$ cat config.mk
export PLATFORM = sky130hd
export DESIGN_NAME = uart_tx_frame
export DESIGN_NICKNAME = d
export VERILOG_FILES = /design/src/rtl/uart_pkg.sv /design/src/rtl/uart_baud_tick.sv /design/src/rtl/uart_tx_frame.sv
export SDC_FILE = /design/constraint.sdc
export NUM_CORES = 1
export LEC_CHECK = 0
export CAP_MARGIN = 20
export CELL_PAD_IN_SITES_DETAIL_PLACEMENT = 1
export CELL_PAD_IN_SITES_GLOBAL_PLACEMENT = 2
export CORE_MARGIN = 2
export CORE_UTILIZATION = 32
export DETAILED_ROUTE_END_ITERATION = 10
export PLACE_DENSITY_LB_ADDON = 0.1
export SYNTH_ARGS = -nofsm -noshare
export SYNTH_HDL_FRONTEND = slang
export SYNTH_SLANG_ARGS = --single-unit
$ cat constraint.sdc
create_clock -name clk -period 2.4 [get_ports clk]
set_clock_uncertainty 0.2 [all_clocks]
set_input_delay 0.36 -clock clk [delete_from_list [all_inputs] [get_ports clk]]
set_output_delay 0.36 -clock clk [all_outputs]
set_load 0.01 [all_outputs]
$ cat src/rtl/uart_pkg.sv
// Shared types and legal parameter ranges for the UART transmit path.
package uart_pkg;

    // Legal ranges for the frame-shape parameters.
    localparam int DATA_BITS_MIN = 5;
    localparam int DATA_BITS_MAX = 9;
    localparam int STOP_BITS_MIN = 1;
    localparam int STOP_BITS_MAX = 2;

    // Frame FSM states; PARITY is only reachable when UART_TX_PARITY_EN is defined.
    typedef enum logic [2:0] {
        IDLE   = 3'd0,
        START  = 3'd1,
        DATA   = 3'd2,
        PARITY = 3'd3,
        STOP   = 3'd4
    } tx_state_e;

endpackage

$ cat src/rtl/uart_baud_tick.sv
// Bit-period timer: counts 0..CLKS_PER_BIT-1 and flags the last cycle of each bit.
module uart_baud_tick #(
    parameter int CLKS_PER_BIT = 434
) (
    input  logic clk,
    input  logic rst_n,
    input  logic restart,
    output logic bit_end
);

    localparam int CNT_W = (CLKS_PER_BIT > 1) ? $clog2(CLKS_PER_BIT) : 1;
    localparam logic [CNT_W-1:0] LAST_CNT = CNT_W'(CLKS_PER_BIT - 1);

    logic [CNT_W-1:0] cnt_q, cnt_d;

    // Bit end is the final count of the current period.
    assign bit_end = (cnt_q == LAST_CNT);

    // Hold at zero while restarting, wrap at each bit end, otherwise count up.
    always_comb begin
        cnt_d = cnt_q + 1'b1;
        if (restart || bit_end) begin
            cnt_d = '0;
        end
    end

    // Counter register.
    always_ff @(posedge clk or negedge rst_n) begin
        if (!rst_n) begin
            cnt_q <= '0;
        end else begin
            cnt_q <= cnt_d;
        end
    end

endmodule

$ cat src/rtl/uart_tx_frame.sv
// UART transmitter: start bit, DATA_BITS data LSB-first, optional parity,
// STOP_BITS stop bits. tx_out comes straight from a flop.
// Optional parity bit is built only when UART_TX_PARITY_EN is defined.
//
// Handshake: a word is transferred on a rising clk edge where tx_valid && tx_ready.
// tx_ready is high in IDLE and in the final cycle of the last stop bit, so
// a held tx_valid yields back-to-back frames with no idle cycles between them.
module uart_tx_frame
    import uart_pkg::*;
#(
    parameter int DATA_BITS    = 8,
    parameter int CLKS_PER_BIT = 434,
    parameter int STOP_BITS    = 1,
    parameter int PARITY_ODD   = 0
) (
    input  logic                 clk,
    input  logic                 rst_n,
    input  logic                 tx_valid,
    input  logic [DATA_BITS-1:0] tx_data,
    output logic                 tx_ready,
    output logic                 tx_out,
    output logic                 tx_busy
);

    localparam int BIT_W = $clog2(DATA_BITS + 1);
    localparam logic [BIT_W-1:0] LAST_DATA = BIT_W'(DATA_BITS - 1);
    localparam logic [BIT_W-1:0] LAST_STOP = BIT_W'(STOP_BITS - 1);
    localparam bit PARAMS_OK = (DATA_BITS >= DATA_BITS_MIN) && (DATA_BITS <= DATA_BITS_MAX) &&
                               (STOP_BITS >= STOP_BITS_MIN) && (STOP_BITS <= STOP_BITS_MAX) &&
                               (CLKS_PER_BIT >= 2) && (PARITY_ODD >= 0) && (PARITY_ODD <= 1);

    // Refuse to elaborate with an out-of-range frame shape.
    if (!PARAMS_OK) begin : g_bad_params
        $error("uart_tx_frame: illegal parameter value");
    end

    tx_state_e              state_q, state_d;
    logic [DATA_BITS-1:0]   shift_q, shift_d;
    logic [BIT_W-1:0]       bit_cnt_q, bit_cnt_d;
    logic                   tx_out_q, tx_out_d;
    logic                   bit_end;
`ifdef UART_TX_PARITY_EN
    logic                   parity_q, parity_d;
`endif

    // Baud timer is held at zero in IDLE; every later state entry lands on a
    // bit end, where the timer wraps to zero anyway.
    uart_baud_tick #(
        .CLKS_PER_BIT(CLKS_PER_BIT)
    ) u_baud_tick (
        .clk    (clk),
        .rst_n  (rst_n),
        .restart(state_q == IDLE),
        .bit_end(bit_end)
    );

    assign tx_out  = tx_out_q;
    assign tx_busy = (state_q != IDLE);

    // Next-state, shift/bit-count updates and the ready handshake.
    always_comb begin
        state_d   = state_q;
        shift_d   = shift_q;
        bit_cnt_d = bit_cnt_q;
        tx_ready  = 1'b0;
`ifdef UART_TX_PARITY_EN
        parity_d  = parity_q;
`endif
        case (state_q)
            IDLE: begin
                tx_ready = 1'b1;
            end
            START: begin
                if (bit_end) begin
                    state_d   = DATA;
                    bit_cnt_d = '0;
                end
            end
            DATA: begin
                if (bit_end) begin
                    shift_d = shift_q >> 1;
                    if (bit_cnt_q == LAST_DATA) begin
                        bit_cnt_d = '0;
`ifdef UART_TX_PARITY_EN
                        state_d   = PARITY;
`else
                        state_d   = STOP;
`endif
                    end else begin
                        bit_cnt_d = bit_cnt_q + 1'b1;
                    end
                end
            end
`ifdef UART_TX_PARITY_EN
            PARITY: begin
                if (bit_end) begin
                    state_d   = STOP;
                    bit_cnt_d = '0;
                end
            end
`endif
            STOP: begin
                if (bit_end) begin
                    if (bit_cnt_q == LAST_STOP) begin
                        tx_ready = 1'b1;
                        state_d  = IDLE;
                    end else begin
                        bit_cnt_d = bit_cnt_q + 1'b1;
                    end
                end
            end
            default: begin
                state_d = IDLE;
            end
        endcase
        // An accept overrides the above: from IDLE or the final stop cycle go straight to START.
        if (tx_ready && tx_valid) begin
            state_d   = START;
            shift_d   = tx_data;
            bit_cnt_d = '0;
`ifdef UART_TX_PARITY_EN
            parity_d  = (^tx_data) ^ PARITY_ODD[0];
`endif
        end
    end

    // Line level for the current state; registered so the pin never glitches.
    always_comb begin
        tx_out_d = 1'b1;
        case (state_q)
            START:   tx_out_d = 1'b0;
            DATA:    tx_out_d = shift_q[0];
`ifdef UART_TX_PARITY_EN
            PARITY:  tx_out_d = parity_q;
`endif
            default: tx_out_d = 1'b1;
        endcase
    end

    // State, datapath and line registers; reset aborts any frame and idles the line high.
    always_ff @(posedge clk or negedge rst_n) begin
        if (!rst_n) begin
            state_q   <= IDLE;
            shift_q   <= '0;
            bit_cnt_q <= '0;
            tx_out_q  <= 1'b1;
`ifdef UART_TX_PARITY_EN
            parity_q  <= 1'b0;
`endif
        end else begin
            state_q   <= state_d;
            shift_q   <= shift_d;
            bit_cnt_q <= bit_cnt_d;
            tx_out_q  <= tx_out_d;
`ifdef UART_TX_PARITY_EN
            parity_q  <= parity_d;
`endif
        end
    end

endmodule

# Word level (Yosys, flattened, before mapping)
# Index checks and enable logic that the tools add are counted.
# word_totals
output_inout_bits,3
register_bits,25
input_bits,11
# op_classes
addsub,2
muxes,22
eq_ne,12
reduce_logical,11
# ops
op,n
$mux 4,6
$mux 8,3
$mux 3,6
$pmux 3 s4,1
$pmux 4 s3,1
$add 9x1->9 const B,1
$eq 9x9->1 const B,1
$mux 9,1
$ne 3x2->1 const B,3
$ne 3x3->1 const B,3
$reduce_and 6->1,1
$reduce_and 5->1,1
$add 4x1->4 const B,1
$eq 4x3->1 const B,1
$logic_not 4->1,1
$pmux 1 s2,2
$reduce_bool 2->1,2
$reduce_bool 4->1,1
$eq 3x1->1 const B,1
$eq 3x2->1 const B,1
$eq 3x3->1 const B,1
$logic_not 3->1,1
$reduce_bool 3->1,1
$mux 1,2
4 further kinds,4

# Longest topological paths before layout
# depth
word_depth,7
ltp_mapped,7
mapped_depth_nobuf,6

# Modules after synthesis
# A second synthesis with hierarchy kept.
# unflattened
cells_unflattened,150
hier_area_um2,1521.5
# modules_own_cells
module,n_inst,cells_each,area_each_um2,seq_area_each_um2
uart_tx_frame,1,102,1036.0,401.6
uart_baud_tick,1,48,485.5,225.2

# Worst setup path after synthesis
# No wires, ideal clock.
# synth_path
path_kind,reg-to-reg
from,reg u_baud_tick.cnt_q[2]
to,reg shift_q[6]
arrival_time_ns,1.873
required_ns,2.055
path_buffers,1
period_less_slack_ns,2.218
path_slack_ns,0.182
path_stages_with_launch,6
cell_sequence,dfrtp_1 > or4b_4 > o41ai_4 > and3_2 > buf_6 > a221oi_1
# synth_via
elab_chain_cells,6
elab_cells_between_ends,8
classes_between,1 x eq/ne; 3 x mux; 4 x reduce/logical
# synth_lines
item,line,source
start: declaration,uart_baud_tick.sv:14,"logic [CNT_W-1:0] cnt_q, cnt_d;"
start signal: assignment,uart_baud_tick.sv:32,cnt_q <= cnt_d;
$eq 9x9->1 *,uart_baud_tick.sv:17,assign bit_end = (cnt_q == LAST_CNT);
$mux 1,uart_tx_frame.sv:103,if (bit_end) begin
$pmux 1 s2,uart_tx_frame.sv:69,case (state_q)
$logic_and 1x1->1,uart_tx_frame.sv:117,if (tx_ready && tx_valid) begin
$reduce_bool 2->1 (no line),-,
$reduce_and 2->1 (no line),-,
end signal: assignment,uart_tx_frame.sv:152,shift_q <= shift_d;
end: declaration,uart_tx_frame.sv:38,"logic [DATA_BITS-1:0] shift_q, shift_d;"
# Every way passes the cells marked *; elsewhere a longest branch is shown, timed or not.
# A chain may end at the register's enable or synchronous reset.

# Final worst setup path
# layout_path
from,reg u_baud_tick.cnt_q[6]
to,out tx_ready
# layout_via
elab_chain_cells,3
# layout_lines
item,line,source
$eq 9x9->1,uart_baud_tick.sv:17,
$mux 1,uart_tx_frame.sv:103,
$pmux 1 s2,uart_tx_frame.sv:69,
end: declaration,uart_tx_frame.sv:20,"output logic tx_ready,"
# Every way passes these cells.

==> metrics.txt <==
largest cells by area after synthesis dfrtp_1 43%, nor2_1 5.1%, xnor2_1 4.4%; Tightest Pin Transition a little over 0.5 ns; period utilization 96.95%; CTS Buf Count 3; vias in the first global route 1231; I/O Buffers 13; MaxCap Viol Count 0; clock-pin transition on the worst setup and hold timing paths 0.09 ns; leakage 0.7823 nW; setup ws final 0.07308 ns; Post-route DRC 0; Final Net Count around 190; WS Path Type flip-flop to output pin; proportion of synthesized area in mux cells 3.584%; nature of the critical path endpoint output pin; clk_lat worst skew 0.27 ns; DP Cell Count 220; fmax ~430 MHz; Rows 24; sequential fraction of the synthesis area 44.89%; Post-synth EDFFs 0; Hold Vio Cnt, Final 0; core area 4264 um2; Ys Warns 0; Root Driver clkbuf_8; Commonest cells post-synth 24 x dfrtp_1, 19 x nor2_1, 16 x inv_1; Post-Route WL 3349 um; Critical-path top delay cell or4b_4; CP top delay family simple AND/OR/NAND/NOR gates; initial antenna violation count 0; Synth top area share 43.01%; Syn-to-layout area delta 24.64%; DIE AREA 4908 um2; DIE WIDTH roughly 70 um; fin. max-slew vios 0; boundary pin count 14; Max-slew headroom 65.27%; total power 0.001591 W; # hold bufs at CTS 0; CP Buf/Inv Count 1; number of synthesized register bits 25; Worst VDD drop 0.3397 mV; count leader, synth dfrtp_1; routability cong. 0.6770; wire length per cell 14.75 um; clock sinks 25; die height 70.06 um; Post-Synthesis Cells 147; crit start category flip-flop; dpl ws -0.1730 ns; combinational family with the most area after synthesis simple AND/OR/NAND/NOR gates; Detailed Place HPWL 2517 um; Req. time, crit path 1.84 ns; Synth Area in Simple Gates between 20% and 30%; fin crit period 2.327 ns; maximum fanout along the worst path 2; Starting Density 32.75%; initial DRC count 60; Syn Area/Cell 9.499 um2; largest area contributor in the netlist dfrtp_1; Post-synth ARST share 100.0%; Synth Area in Compound Gates 13.98%; Synth Area in Adders 3.584%; synthesized net count 162; setup TNS 0 ns; GRT Total Usage 15.18%; Clock Path Buffers 2; Vias per Instance 5.128; Cell Area, Synth 1396 um2; Final ANT Viol Nets 0; largest net degree at the start of global routing 26; Ant. Diodes 0; CTS tree built; cell chain of the critical path or4b_4, o41ai_4, and2_4, buf_6; RSZ-0062 raised after global routing false; outcome complete, no violations; 1st-pass router iterations 4; Arr. time, crit path around 1.8 ns; global-route wire length before repair 5837 um; hold crit path type input pin to async pin; Final Setup Violations 0; fraction of layout cells with a size suffix above 1 a little under a fifth; CTS HTree Levels 1; PwrDens 914.1 nW/um2; post-synthesis xor/xnor area fraction 5.645%; final std cell area, no fill 1740 um2; ys flop type dfrtp_1; synth unique cells 38; placed instance area 1669 um2; via count 1164; Layout Cells excl Fill 227; GR Overflow Total 0; CP max stage delay 0.56 ns
-- kinds of logic (layout without fill, tap and decap cells) --
kind of cell / Yosys count / count (layout)
flip-flops: 25 / 25
XOR/XNOR: 9 / 9
AND/OR/NAND/NOR: 55 / 55
multiplexers: 5 / 5
buffers and inverters: 23 / 51
adder cells (fa/ha/maj): 4 / 4
AO/OA/AOI/OAI: 26 / 26
-- report_power, final --
group / total (W) / internal, W / switching, W / leakage, nW
registers: 0.000620 / 0.000541 / 0.0000792 / 0.318
clock network: 0.000260 / 0.000119 / 0.000141 / 0.0228
logic: 0.000710 / 0.000338 / 0.000372 / 0.441
-- area by class of cell --
class / count / area [um2]
fillers: 519 / 2524
multi-input cells: 99 / 675.6
flip-flops and latches: 25 / 628.1
repair buffers: 31 / 266.5
well taps: 52 / 65.06
inverters: 16 / 60.06
clock buffers: 4 / 45.04
-- repair_timing --
item | CTS | global route
gates cloned | 0 | 0
setup buffers | 2 | 1
setup endpoints to repair | 1 | 2
gates resized for setup | 5 | 2
pin swaps | 3 | 0
-- path summary, 6_finish.rpt --
check / slack (ns) / to / cells past startpoint / start
min: 0.25 / bit_cnt_q[1] / 2 / rst_n
min in group clk: 0.34 / shift_q[4] / 2 / shift_q[4]
max: 0.07 / tx_ready / 4 / u_baud_tick.cnt_q[6]
min reg2reg: 0.34 / shift_q[4] / 2 / shift_q[4]
max in group asynchronous: 1.45 / tx_out / 2 / rst_n
max reg2reg: 0.14 / shift_q[3] / 5 / u_baud_tick.cnt_q[6]
-- sequential cells by signal, indices dropped and copies added, names as in the netlist --
| name | cells |
|---|---|
| shift_q | 8 |
| bit_cnt_q | 4 |
| u_baud_tick.cnt_q | 9 |
| tx_out | 1 |
| state_q | 3 |
-- cell usage in the layout (no fill, tap or decap), drive strengths merged, types with 2 or more instances in the layout --
master,netlist,final
o21ai,9,9
a221oi,4,4
o31ai,2,2
clkbuf,6,4
nand3,6,6
nor3,3,3
a211oi,2,2
ha,4,4
clkdlybuf4s50,0,12
nor2,19,19
and3,2,2
nand2,4,4
or3b,3,3
buf,1,19
a21oi,3,3
inv,16,16
dfrtp,24,24
xnor2,7,7
mux2i,5,5
or3,2,2
nand4,9,9
xor2,2,2
-- metal layers --
layer / up-vias / wire [um] / global-route usage, %
li1: 569 / - / -
met3: 5 / 62 / 2.309
met4: 0 / 55 / 5.128
met5: - / 0 / 0
met1: 581 / 1593 / 20.86
met2: 9 / 1637 / 24.44
-- stage by stage --
step / util, % / hold slack (ns)
finish: 40.82 / 0.2473
detailed placement: 39.14 / 0.3308
global placement: 39.14 / 0.3226
global route: 40.82 / 0.2790
CTS: 40.46 / 0.2614
floorplan: - / -0.1356
No activity file was read; power rests on OpenSTA's default activity.
